===== src/rtl/implication_queue.sv =====
// Implication FIFO between the unit-clause evaluator and the trail logic.
// A per-variable pending map drops duplicate implications and flags opposite-valued ones as conflicts.
module implication_queue #(
  parameter int unsigned NUM_VARIABLE   = 128,
  parameter int unsigned VARIABLE_INDEX = 6,
  parameter int unsigned DEPTH          = 16
) (
  input  logic                      clock,
  input  logic                      reset,
  input  logic                      push_valid,
  input  logic [VARIABLE_INDEX:0]   push_var,
  input  logic                      push_val,
  output logic                      push_ready,
  output logic                      pop_valid,
  input  logic                      pop_ready,
  output logic [VARIABLE_INDEX:0]   pop_var,
  output logic                      pop_val,
  input  logic                      flush,
  output logic                      conflict,
  output logic [VARIABLE_INDEX:0]   conflict_var,
  output logic [$clog2(DEPTH):0]    count,
  output logic [7:0]                dup_count
);

  localparam int unsigned PTR_W = $clog2(DEPTH);
  localparam int unsigned CNT_W = PTR_W + 1;
  localparam int unsigned VAR_W = VARIABLE_INDEX + 1;

  typedef enum logic {RUN, CONFLICT} state_t;

  state_t                    state_q, state_d;
  logic [PTR_W-1:0]          wr_ptr_q, wr_ptr_d;
  logic [PTR_W-1:0]          rd_ptr_q, rd_ptr_d;
  logic [CNT_W-1:0]          count_q, count_d;
  logic [NUM_VARIABLE-1:0]   pend_q, pend_d;
  logic [NUM_VARIABLE-1:0]   pend_val_q, pend_val_d;
  logic                      conflict_q, conflict_d;
  logic [VAR_W-1:0]          conflict_var_q, conflict_var_d;
  logic [7:0]                dup_count_q, dup_count_d;
  logic [VAR_W-1:0]          mem_var_q [DEPTH];
  logic [VAR_W-1:0]          mem_var_d [DEPTH];
  logic                      mem_val_q [DEPTH];
  logic                      mem_val_d [DEPTH];

  logic push_fire, pop_fire, pend_hit, do_write, do_dup, do_conflict;

  assign push_ready   = (state_q == RUN) && (count_q != CNT_W'(DEPTH));
  assign pop_valid    = (state_q == RUN) && (count_q != '0);
  assign pop_var      = mem_var_q[rd_ptr_q];
  assign pop_val      = mem_val_q[rd_ptr_q];
  assign conflict     = conflict_q;
  assign conflict_var = conflict_var_q;
  assign count        = count_q;
  assign dup_count    = dup_count_q;

  // Pending lookup uses the map as it stood before this cycle's pop clear.
  assign push_fire   = push_valid && push_ready && !flush;
  assign pop_fire    = pop_valid && pop_ready && !flush;
  assign pend_hit    = pend_q[push_var];
  assign do_write    = push_fire && !pend_hit;
  assign do_dup      = push_fire && pend_hit && (pend_val_q[push_var] == push_val);
  assign do_conflict = push_fire && pend_hit && (pend_val_q[push_var] != push_val);

  always_comb begin
    state_d        = state_q;
    wr_ptr_d       = wr_ptr_q;
    rd_ptr_d       = rd_ptr_q;
    count_d        = count_q;
    pend_d         = pend_q;
    pend_val_d     = pend_val_q;
    conflict_d     = conflict_q;
    conflict_var_d = conflict_var_q;
    dup_count_d    = dup_count_q;
    mem_var_d      = mem_var_q;
    mem_val_d      = mem_val_q;

    if (flush) begin
      state_d        = RUN;
      wr_ptr_d       = '0;
      rd_ptr_d       = '0;
      count_d        = '0;
      pend_d         = '0;
      pend_val_d     = '0;
      conflict_d     = 1'b0;
      conflict_var_d = '0;
    end else begin
      if (pop_fire) begin
        rd_ptr_d         = rd_ptr_q + PTR_W'(1);
        pend_d[pop_var]  = 1'b0;
      end
      if (do_write) begin
        mem_var_d[wr_ptr_q]  = push_var;
        mem_val_d[wr_ptr_q]  = push_val;
        wr_ptr_d             = wr_ptr_q + PTR_W'(1);
        pend_d[push_var]     = 1'b1;
        pend_val_d[push_var] = push_val;
      end
      if (do_dup && (dup_count_q != 8'hFF)) begin
        dup_count_d = dup_count_q + 8'd1;
      end
      if (do_conflict) begin
        conflict_d     = 1'b1;
        conflict_var_d = push_var;
        state_d        = CONFLICT;
      end
      count_d = count_q + CNT_W'(do_write) - CNT_W'(pop_fire);
    end
  end

  always_ff @(posedge clock or posedge reset) begin
    if (reset) begin
      state_q        <= RUN;
      wr_ptr_q       <= '0;
      rd_ptr_q       <= '0;
      count_q        <= '0;
      pend_q         <= '0;
      pend_val_q     <= '0;
      conflict_q     <= 1'b0;
      conflict_var_q <= '0;
      dup_count_q    <= '0;
      for (int i = 0; i < int'(DEPTH); i++) begin
        mem_var_q[i] <= '0;
        mem_val_q[i] <= 1'b0;
      end
    end else begin
      state_q        <= state_d;
      wr_ptr_q       <= wr_ptr_d;
      rd_ptr_q       <= rd_ptr_d;
      count_q        <= count_d;
      pend_q         <= pend_d;
      pend_val_q     <= pend_val_d;
      conflict_q     <= conflict_d;
      conflict_var_q <= conflict_var_d;
      dup_count_q    <= dup_count_d;
      mem_var_q      <= mem_var_d;
      mem_val_q      <= mem_val_d;
    end
  end

endmodule


===== config.mk =====
export PLATFORM = sky130hd
export DESIGN_NAME = implication_queue
export DESIGN_NICKNAME = d
export VERILOG_FILES = /design/src/rtl/implication_queue.sv
export SDC_FILE = /design/constraint.sdc
export NUM_CORES = 1
export LEC_CHECK = 0
export CORE_AREA = 2 2 266 268
export CTS_CLUSTER_SIZE = 25
export DETAILED_ROUTE_END_ITERATION = 10
export DIE_AREA = 0 0 268 270
export PLACE_DENSITY_LB_ADDON = 0.3
export RECOVER_POWER = 100
export SYNTH_ARGS = -nofsm -noshare
export SYNTH_HDL_FRONTEND = slang
export SYNTH_SLANG_ARGS = --single-unit

===== constraint.sdc =====
create_clock -name clock -period 14.95 [get_ports clock]
set_input_delay 4.485 -clock clock [delete_from_list [all_inputs] [get_ports clock]]
set_output_delay 4.485 -clock clock [all_outputs]
set_load 0.02 [all_outputs]

# After elaboration in Yosys (flattened, before gate mapping)
# Index checks and enable logic that the tools add are counted.
[word_totals]
out_inout_bits = 31
wordCells = 121
ff_bits = 413
inputBits = 13
[classes]
n_reduce_logical = 22
mux = 36
addsub = 5
bitwise_logic = 7
order_cmp = 7
n_eq_ne = 4
[ops]
columns = ["operator", "count"]
rows = [
  ["$mux 128", 6],
  ["$and 128x128->128", 1],
  ["$bwmux 128", 1],
  ["$not 128->128", 1],
  ["$or 128x128->128", 1],
  ["$bwmux 112", 1],
  ["$mux 7", 5],
  ["$bmux 7 s4", 1],
  ["$demux 7 s4", 1],
  ["$bwmux 16", 1],
  ["$lt 7x8->1 const B", 2],
  ["$mux 4", 4],
  ["$bmux 1 s7", 2],
  ["$demux 1 s7", 2],
  ["$ge 7x1->1 const B", 2],
  ["$logic_and 1x1->1", 14],
  ["$ge 5x5->1 const B", 2],
  ["$not 4->5", 2],
  ["$mux 1", 9],
  ["$add 4x1->4 const B", 2],
  ["$add 8x1->8 const B", 1],
  ["$ne 8x8->1 const B", 1],
  ["$reduce_bool 2->1", 3],
  ["$add 5x1->5", 1],
  ["other kinds (12)", 15],
]

# Logic depth before layout (Yosys ltp)
[logic_depth]
depth_word = 15
depth_mapped = 20
depth_no_buf = 16

# Least setup slack after synthesis
# Ideal clock, no wire load.
[synth_path]
kind = "input -> register"
startpoint = "input port push_var[1]"
endpoint = "register count_q[4], in the netlist count[4]"
required_time_ns = 14.872
stages = 19
arrival_ns = 7.959
setup_time_ns = 0.078
n_path_buf = 4
path_slack_ns = 6.913
path_cell_list = "buf_6 buf_6 buf_6 mux2_4 a22oi_1 nand3_1 a2111oi_2 o21ai_2 nor4b_4 buf_6 inv_4 ha_1 inv_1 ha_1 fa_1 a21oi_1 nor2_1 or3_1 a21oi_1"
[synth_between]
elab_chain_cells = 7
[synth_lines]
columns = ["item", "line", "source"]
rows = [
  ["from (decl)", "11", "input logic [VARIABLE_INDEX:0] push_var,"],
  ["$bmux 1 s7", "59", "assign pend_hit = pend_q[push_var];"],
  ["$mux 1 (implied by the code)", "59", ""],
  ["$logic_not 1->1", "60", "assign do_write = push_fire && !pend_hit;"],
  ["$logic_and 1x1->1", "60", ""],
  ["$add 5x1->5", "106", "count_d = count_q + CNT_W'(do_write) - CNT_W'(pop_fire);"],
  ["$sub 5x1->5", "106", ""],
  ["$mux 5", "77", "if (flush) begin"],
  ["net count_d[4]", "34", "logic [CNT_W-1:0] count_q, count_d;"],
  ["to (signal assigned)", "129", "count_q <= count_d;"],
  ["to (decl)", "34", ""],
]
# The timed path passes the listed nets, and every way through them passes these cells. The select of a mux whose other input is x is not followed.
# A chain may end at the register's enable or synchronous reset.

# Worst setup path after layout
[layout_path]
startpoint = "input port push_var[1]"
endpoint = "register conflict_var_q[2], in the netlist conflict_var[2]"
[layout_between]
elab_chain_cells = 5
word_cells_on_any_way = 8
classes_between = "1 x eq/ne; 4 x mux; 3 x reduce/logical"
[layout_lines]
columns = ["item", "line", "source"]
rows = [
  ["$bmux 1 s7 (on tied branches)", "62, 59", ""],
  ["$mux 1 (on tied branches)", "62, 59", ""],
  ["$ne 1x1->1 / $logic_and 1x1->1 (equally long branches)", "62", "assign do_conflict = push_fire && pend_hit && (pend_val_q[push_var] != push_val);"],
  ["$logic_and 1x1->1 *", "62", ""],
  ["$reduce_bool 2->1 (no source line) *", "n/a", ""],
  ["to (signal assigned)", "133", "conflict_var_q <= conflict_var_d;"],
  ["to (decl)", "38", "logic [VAR_W-1:0] conflict_var_q, conflict_var_d;"],
]
# Mark *: on every way between the ends. The rest lies on a longest branch, timed or not. The select of a mux whose other input is x is not followed.

==> impl_metrics.csv <==
group,metric,value,unit
setup_path,crit_fanout,44,
routing,firstDrtPassIters,9,
logic_synthesis,ys.flop_type,"dfrtp_1",
setup_path,crit_start,"push_var[1]",
routing,vias,15705,
logic_synthesis,synth-compound-area-share,12.7,%
setup_path,arrival,12340,ps
logic_synthesis,synthAdderAreaFrac,0.823,%
logic_synthesis,yosysWarnings,0,
clock_network,clockRootBuffer,"clkbuf_16",
layout,final_cell_mix,"dfrtp_1 (412), o21ai_0 (195), nand2_1 (186), a21oi_1 (141), mux2_2 (138)",
setup_path,crit_path_start_kind,"input port",
run,maxCapViolCount,9,
timing,fin_crit,12000,ps
clock_network,clockBufferDepth,3,
setup_path,path_class,"in2reg",
layout,syn_to_final_growth,12.2,%
logic_synthesis,synth_xor_area_share,0.593,%
floorplanning,core,69500,um2
floorplanning,num_rows,97,
setup_path,critical_path.cell_chain,"clkbuf_1 -> clkbuf_1 -> nor2b_1 -> a221o_1 -> a221oi_1 -> nor4b_1 -> a2111oi_2 -> nand4b_1 -> xnor2_1 -> nor3_1 -> mux2i_1",
placed_design,dp_slack,5310,ps
logic_synthesis,synth_mux_area_share,19.4,%
setup_path,critPathTopFamily,"buffers and inverters",
logic_synthesis,async_flop_share,100,%
setup_path,reg2reg_from,"rd_ptr_q[0]",
timing,setup_ws,2950,ps
timing,setup-tns-final,0,ps
setup_path,r2r_setup_slack,9120,ps
layout,fin_nets,1880,
logic_synthesis,postSynthRegisterBits,413,
logic_synthesis,synth-simple-area-share,12.5,%
timing,relSlewSlack,-204,%
routing,first_iter_violations,1732,
power,internal_power,2.06,mW
logic_synthesis,synth_top_family_by_area,"multiplexers",
clock_network,numCtsBuffers,46,
floorplanning,ios,44,
logic_synthesis,syn_area_per_cell,10.9,um2
routing,wl,67.5,mm
power,leakage,10.2,nW
run_status,status,"complete, but fails checks",
clock_network,insertion_delay,600,ps
logic_synthesis,syn_area,20700,um2
logic_synthesis,synth-edff-count,0,
layout,drive_gt1_share,17.4,%
routing,drcViolationCount,0,
routing,post_drt_wl_per_cell,23.9,um
timing,finalSetupViolations,0,
global_route,globalRouteTotalUtil,18.7,%
placed_design,port_buffers,43,
timing,hold_viol_final,0,
layout,multiInputGateArea,9390,um2
logic_synthesis,yosysSeqAreaShare,50.0,%
clock_network,clk_pin_slew,60,ps
setup_path,critical-path-slowest-cell,"clkbuf_1",
layout,regArea,10300,um2
clock_network,hold_buffers,0,
setup_path,crit_required,15280,ps
global_route,grt_max_degree,192,
setup_path,critPathCapture,"conflict_var[2]",
setup_path,reg2reg_to,"pend_q[0]",
timing,rsz0062_at_grt,"false",
power,switchingPower,0.968,mW
placed_design,place_congestion,0.843,
timing,clock-skew-final,26.6,ps
floorplanning,start_util,29.7,%
logic_synthesis,synth_cells,1888,
clock_network,htreeDepth,2,
global_route,antenna_found_initial,3,
timing,fmax,83.3,MHz
setup_path,critPathMostFrequentCell,"clkbuf_1",
layout,final_common_cell,"dfrtp_1",
clock_network,cts_setup_buffers,0,
power,comb_power_share,22.0,%
routing,via_per_inst,5.55,
power,power.density,131,nW/um2
global_route,grt-ovfl-total,0,
clock_network,cts_tree,"built",
floorplanning,fp.dieW,268,um
placed_design,detailed_place_hpwl,41.8,mm
setup_path,crit_buf_inv,2,
logic_synthesis,synth_cell_types,77,
logic_synthesis,synth_fp_nets,1914,
run_status,violations,"max-capacitance violations, max-slew violations",
setup_path,cp.depth,11,
power,switching_share,32.0,%
setup_path,worst-r2r-cell-count,7,
power,p_seq_share,39.8,%
min_path,hold_class,"reg2reg",
routing,antenna_violating_nets_post_route,0,
power,ir_drop,0.000106,V
power,p_clk_share,38.2,%
setup_path,max_stage_delay,1750,ps
global_route,grt_pass1_wl,103,mm
layout,nFillCells,6974,
floorplanning,die_area,72400,um2
clock_network,cts_sinks,413,
floorplanning,fp.dieH,270,um
timing,tightest_slew,4560,ps
timing,slew_violations,228,
global_route,grt_pass1_vias,15885,
clock_network,ctsResizeCount,0,
setup_path,cp-end-kind,"flop",
timing,period_share,80.3,%
-- registers in the layout, summed over array words and instances (netlist names) --
| name | cells |
|---|---|
| conflict | 1 |
| conflict_var | 7 |
| count | 5 |
| dup_count | 8 |
| mem_val_q | 16 |
| mem_var_q | 112 |
| pend_q | 128 |
| pend_val_q | 128 |
| rd_ptr_q | 4 |
| wr_ptr_q | 4 |
-- cell families (layout without fill, tap and decap cells) --
logic type | after synthesis | after routing
compound gates | 445 | 445
xor+xnor | 14 | 14
fa+ha+maj | 13 | 13
buf+inv | 180 | 177
flops | 413 | 413
mux | 313 | 313
other cells | 0 | 3
simple gates | 510 | 510
-- worst reg2reg max path, cell delays in order (launching register included) --
cell,delay [ps]
dfrtp_2,330
clkbuf_1,2150
mux4_2,820
mux4_2,580
nor3_1,350
nand2_1,840
o21ai_0,480
a21oi_1,110
-- power groups by stage --
stage | sequential (mW) | combinational, mW | clock [mW]
after global routing | 1.22 | 0.707 | 1.22
after floorplan | 1.23 | 0.402 | 0
after detailed placement | 1.23 | 0.677 | 0
after global placement | 1.22 | 0.673 | 0
after CTS | 1.21 | 0.680 | 1.18
final | 1.21 | 0.666 | 1.16
-- worst min-delay path by stage --
stage,depth (start not counted),slack (ps),startpoint,to
finish,1,490,mem_val_q[4],mem_val_q[4]
global route,1,510,mem_var_q[50],mem_var_q[50]
CTS,1,500,mem_val_q[4],mem_val_q[4]
detailed placement,1,480,mem_val_q[4],mem_val_q[4]
global placement,1,470,mem_val_q[4],mem_val_q[4]
floorplan,1,450,mem_val_q[4],mem_val_q[4]
-- cells in the mapped netlist (all sizes together) (7+ instances only) --
| library cell | n | area (um2) |
|---|---|---|
| a221oi | 29 | 267 |
| nor3 | 11 | 111 |
| inv | 21 | 81.3 |
| nand2 | 187 | 704 |
| nand4 | 30 | 188 |
| nand3 | 119 | 608 |
| o21ai | 195 | 980 |
| nor2b | 22 | 145 |
| dfrtp | 413 | 10300 |
| clkbuf | 93 | 349 |
| o21a | 8 | 60.1 |
| ha | 12 | 150 |
| and2 | 16 | 100 |
| a21oi | 141 | 706 |
| mux2 | 143 | 1620 |
| a22oi | 7 | 52.6 |
| xnor2 | 11 | 96.3 |
| mux4 | 53 | 1190 |
| and3 | 13 | 81.3 |
| nor2 | 68 | 285 |
| buf | 66 | 405 |
| nand2b | 13 | 81.3 |
| o22ai | 10 | 62.6 |
| mux2i | 117 | 1180 |
-- layer usage --
| metal | vias to the layer above | global-route usage [%] | wire (um) |
|---|---|---|---|
| li1 | 6804 | - | - |
| met5 | - | 0 | 17 |
| met1 | 8114 | 26.8 | 30000 |
| met4 | 4 | 5.51 | 1900 |
| met2 | 642 | 28.4 | 30500 |
| met3 | 141 | 3.68 | 5060 |
-- layout make-up --
cell class / count / share of cell area (%)
Clock buffer: 63 / 5.72
Multi-Input combinational cell: 1295 / 40.5
Antenna cell: 3 / 0.0324
Sequential cell: 413 / 44.6
Inverter: 21 / 0.378
Clock inverter: 16 / 0.793
Timing Repair Buffer: 77 / 2.91
Tap cell: 940 / 5.07
-- through the flow --
step	util (%)	power, mW	cells	hold WS, ps	cell area (um2)
after CTS	33.5	3.06	2825	500	23300
after detailed placement	31.4	1.90	2746	481	21800
after floorplan	-	1.63	1888	453	20700
after global routing	33.3	3.15	2825	510	23200
final	33.3	3.03	2828	494	23200
after global placement	31.4	1.90	2746	472	21800
No activity file was read; power rests on OpenSTA's default activity.
